$ cat src/rtl/pc_sequencer.sv
// pc_sequencer: program counter with redirect, flush window and halt.
// Ports: clock, reset (sync, high); branch/zero/jump/halt/stall controls;
//   offset (signed displacement), target (jump address) in;
//   pc, flush, taken, halted registered out.
module pc_sequencer #(
   parameter int ADDR_W       = 8,
   parameter int FLUSH_CYCLES = 2
) (
   input  logic              clock,
   input  logic              reset,
   input  logic              branch,
   input  logic              zero,
   input  logic              jump,
   input  logic              halt,
   input  logic              stall,
   input  logic [ADDR_W-1:0] offset,
   input  logic [ADDR_W-1:0] target,
   output logic [ADDR_W-1:0] pc,
   output logic              flush,
   output logic              taken,
   output logic              halted
);

   typedef enum logic [1:0] {
      RUN,
      FLUSH,
      HALTED
   } state_t;

   localparam logic [3:0] CNT_LOAD =
      4'(FLUSH_CYCLES - 1);
   localparam logic [ADDR_W-1:0] ONE =
      ADDR_W'(1);

   state_t            state_q;
   state_t            state_d;
   logic [3:0]        cnt_q;
   logic [3:0]        cnt_d;
   logic [ADDR_W-1:0] pc_d;
   logic              taken_d;

   always_comb begin
      state_d = state_q;
      cnt_d   = cnt_q;
      pc_d    = pc;
      taken_d = 1'b0;
      unique case (state_q)
         RUN: begin
            if (halt) begin
               state_d = HALTED;
            end else if (stall) begin
               pc_d = pc;
            end else if (jump) begin
               pc_d    = target;
               taken_d = 1'b1;
               state_d = FLUSH;
               cnt_d   = CNT_LOAD;
            end else if (branch && zero) begin
               // Modulo add doubles as signed add.
               pc_d    = pc + offset;
               taken_d = 1'b1;
               state_d = FLUSH;
               cnt_d   = CNT_LOAD;
            end else begin
               pc_d = pc + ONE;
            end
         end
         FLUSH: begin
            if (halt) begin
               state_d = HALTED;
            end else if (!stall) begin
               pc_d = pc + ONE;
               if (cnt_q == 4'd0) begin
                  state_d = RUN;
               end else begin
                  cnt_d = cnt_q - 4'd1;
               end
            end
         end
         HALTED: begin
            state_d = HALTED;
         end
         default: begin
            state_d = RUN;
         end
      endcase
   end

   always_ff @(posedge clock) begin
      if (reset) begin
         state_q <= RUN;
         cnt_q   <= 4'd0;
         pc      <= '0;
         flush   <= 1'b0;
         taken   <= 1'b0;
         halted  <= 1'b0;
      end else begin
         state_q <= state_d;
         cnt_q   <= cnt_d;
         pc      <= pc_d;
         flush   <= (state_d == FLUSH);
         taken   <= taken_d;
         halted  <= (state_d == HALTED);
      end
   end

endmodule

$ cat config.mk
export PLATFORM = sky130hd
export DESIGN_NAME = pc_sequencer
export DESIGN_NICKNAME = d
export VERILOG_FILES = /design/src/rtl/pc_sequencer.sv
export SDC_FILE = /design/constraint.sdc
export NUM_CORES = 1
export LEC_CHECK = 0
export CAP_MARGIN = 20
export CORE_ASPECT_RATIO = 0.6
export CORE_UTILIZATION = 44
export DETAILED_ROUTE_END_ITERATION = 7
export GPL_TIMING_DRIVEN = 1
export PLACE_DENSITY = 0.8
export SYNTH_ARGS = -nofsm -noshare
export SYNTH_HDL_FRONTEND = slang
export SYNTH_SLANG_ARGS = --single-unit
$ cat constraint.sdc
create_clock -name clock -period 1.9 [get_ports clock]
set_input_delay 0.38 -clock clock [delete_from_list [all_inputs] [get_ports clock]]
set_output_delay 0.38 -clock clock [all_outputs]
set_load 0.05 [all_outputs]
==> run_results.csv <==
group,metric,value,unit
status,status,"completed",
synth,netlist-cell-type-count,42,
sta,setup_viol,0,
floorplanning,initial_utilization,49.2,%
cts,cts_tree,"done",
synth,synth_cells,163,
route,first_pass_iters,4,
cts,cts_made_buffers,3,
placed_design,dpl.hpwl,2820,um
setup_path,worstSetupPathType,"primary input to flop",
floorplanning,fp.coreArea,0.00265,sq mm
finish,syn_to_final_growth,48.6,%
setup_path,cp.required,2.05,ns
power_and_ir_drop,swShare,32.3,%
sta,max_freq,0.551,GHz
cts,clkTransAtPathRegs,0.07,ns
global_routing,antenna_found_initial,0,
power_and_ir_drop,power_frac_seq,38.9,%
floorplanning,die_y,44.1,um
route,routedWlPerCell,14.1,um
global_routing,grt_pass1_vias,1265,
synth,yosys-top-cells-count,"dfxtp_1 (17), nor2_1 (16), a21oi_1 (11)",
route,wirelength,3620,um
global_routing,grt_use_total,25.0,%
setup_path,path_max_fanout,3,
sta,fin_skew,0.00396,ns
job,maxCapViolCount,0,
route,antenna_left,0,
synth,synth_edf_count,0,
route,dr_total_vias,1477,
setup_path,crit_path_top_delay_cell,"fa_2",
synth,syn-mean-instance-area,7.98,sq um
setup_path,worstSetupEndpointType,"flop",
synth,ys_async_sr_fraction,0,%
sta,worst_pin_slew,0.490,ns
cts,clockBufferDepth,2,
setup_path,worst_ep_arrival_time,1.96,ns
power_and_ir_drop,power.static_leakage,0.000770,uW
power_and_ir_drop,p_int,686,uW
synth,yosys-top-cells-area,"dfxtp_1 (26%), ha_1 (9.6%), a211oi_1 (4.6%)",
synth,ys.flop_type,"dfxtp_1",
global_routing,grt_pass1_wl,6130,um
sta,min_period_over_period,95.5,%
power_and_ir_drop,switching_power,327,uW
sta,fin_crit,1.81,ns
finish,layout-drive-gt1-share,26.3,%
floorplanning,boundaryPins,34,
route,drtIter0Drc,131,
finish,num_antenna_cells,0,
setup_path,worst-path-buf-inv,2,
finish,fin_cells,257,
floorplanning,die-width,72.2,um
setup_path,path_common_cell,"a211oi_2",
synth,ys_seq_elements,17,
synth,yosysTopAreaCellShare,26.2,%
power_and_ir_drop,max-vdd-ir-drop,0.000436,V
power_and_ir_drop,power.density,524,mW/mm^2
global_routing,grt_start_max_net_pins,17,
cts,h-tree-depth,1,
floorplanning,rows,14,
setup_path,path_cells,"dlygate4sd2_1 -> ha_4 -> inv_2 -> fa_2 -> nand2b_4 -> a211oi_2 -> a211oi_2 -> xnor2_1 -> a311o_1",
cts,insertion_delay,0.26,ns
placed_design,gp_congestion,0.855,
placed_design,numPlacedInstances,253,
power_and_ir_drop,pwr-share-comb,34.0,%
setup_path,r2r_slack,0.09,ns
finish,layout.nets,252,
synth,synth.yosys.seq_area_share,26.2,%
synth,yosysMostFrequentCell,"dfxtp_1",
worst_hold_path,hold_path_class,"flop to flop",
synth,syn_nets,197,
setup_path,cpPeakStageDelay,0.35,ns
global_routing,grt-ovfl-total,0,
power_and_ir_drop,power.clock.fraction,27.0,%
placed_design,io_buffers,33,
cts,cts.sinks,17,
route,route.detailed.drc,0,
sta,fin_tns_setup,0,ns
sta,grt_setup_unrepaired,"false",
synth,netlist_area,0.00130,sq mm
sta,max-slew-margin-rel,67.3,%
sta,slew_viol_final,0,
synth,yosys_warnings,0,
sta,hold_viol,0,
setup_path,critPathTopFamily,"compound AO/OA/AOI/OAI gates",
synth,yosysTopAreaCell,"dfxtp_1",
setup_path,critPathLaunchType,"primary input",
cts,root_buffer,"clkbuf_8",
floorplanning,dieArea,0.00319,sq mm
route,viasPerCell,5.75,
finish,fin_util,73.1,%
[power by group through the flow]
stage | Sequential, uW | Combinational, uW | Clock, uW
floorplan | 443 | 144 | 0
global placement | 400 | 328 | 0
detailed placement | 401 | 334 | 0
CTS | 394 | 336 | 280
global route | 397 | 373 | 293
finish | 394 | 345 | 274
[state kept, by name, indices dropped and copies added, names as in the netlist]
signal,cells
halted,1
taken,1
state_q,2
flush,1
cnt_q,4
pc,8
[through the flow]
step	setup WS, ns	area (sq um)	hold WS (ns)	power [uW]
floorplan	-0.00904	1350	0.461	588
global placement	-0.460	1860	0.482	728
detailed placement	-0.479	1860	0.493	735
CTS	0.0648	1910	0.503	1010
global route	0.0180	1930	0.529	1060
finish	0.0863	1930	0.509	1010
[layer usage]
| metal | vias up | share of wire [%] | track usage (%) |
|---|---|---|---|
| met5 | - | 0 | 0 |
| met2 | 65 | 41 | 37.4 |
| met4 | 0 | 0.64 | 4.71 |
| met1 | 684 | 49 | 36.8 |
| met3 | 4 | 8.9 | 6.15 |
| li1 | 724 | - | - |
[cells in the final DEF (no fill, tap or decap), types with 6 or more instances in the layout]
cell	synthesis	routed
o21ai_0	6	6
a21oi_1	11	10
buf_4	0	32
clkdlybuf4s50_1	0	23
nand2_1	8	8
dfxtp_1	17	11
nor2_1	16	16
ha_1	10	8
nor3_1	9	9
[timing repair]
action	CTS	global route
pin swaps	1	3
hold endpoints to repair	0	0
gates resized for setup	4	4
hold buffers	0	0
setup endpoints to repair	4	4
cloned	0	0
buffers inserted	0	0
[cell type report]
cell class / count / area (sq um)
flip-flops and latches: 17 / 353
clock inverters: 1 / 5.00
fillers: 207 / 712
repair buffers: 57 / 488
multi-input cells: 132 / 970
well taps: 40 / 50.0
inverters: 7 / 26.3
clock buffers: 3 / 41.3
[final timing paths]
check	from	end	cells after the start
setup / recovery	offset[0]	pc[6]	9
setup reg to reg	pc[0]	pc[6]	8
hold reg to reg	cnt_q[0]	cnt_q[0]	1
hold / removal	cnt_q[0]	cnt_q[0]	1
[kinds of logic after synthesis]
logic type	Yosys count	synth area share, %
and+or+nand+nor	60	24.1
adders and majority gates	11	11.2
AOI/OAI and AO/OA	53	28.8
buffers and inverters	14	4.23
xor gates and xnor gates	6	4.04
muxes	2	1.54
DFF	17	26.2
[worst register-to-register path: cells and delay by family (launching register included)]
kind	cells	cell delay, ns
flip-flops	1	0.36
AND/OR/NAND/NOR	1	0.16
AO/OA/AOI/OAI	3	0.53
adder cells (fa/ha/maj)	2	0.49
XOR/XNOR	1	0.13
buffers and inverters	1	0.04
(Power assumes the default switching activity.)
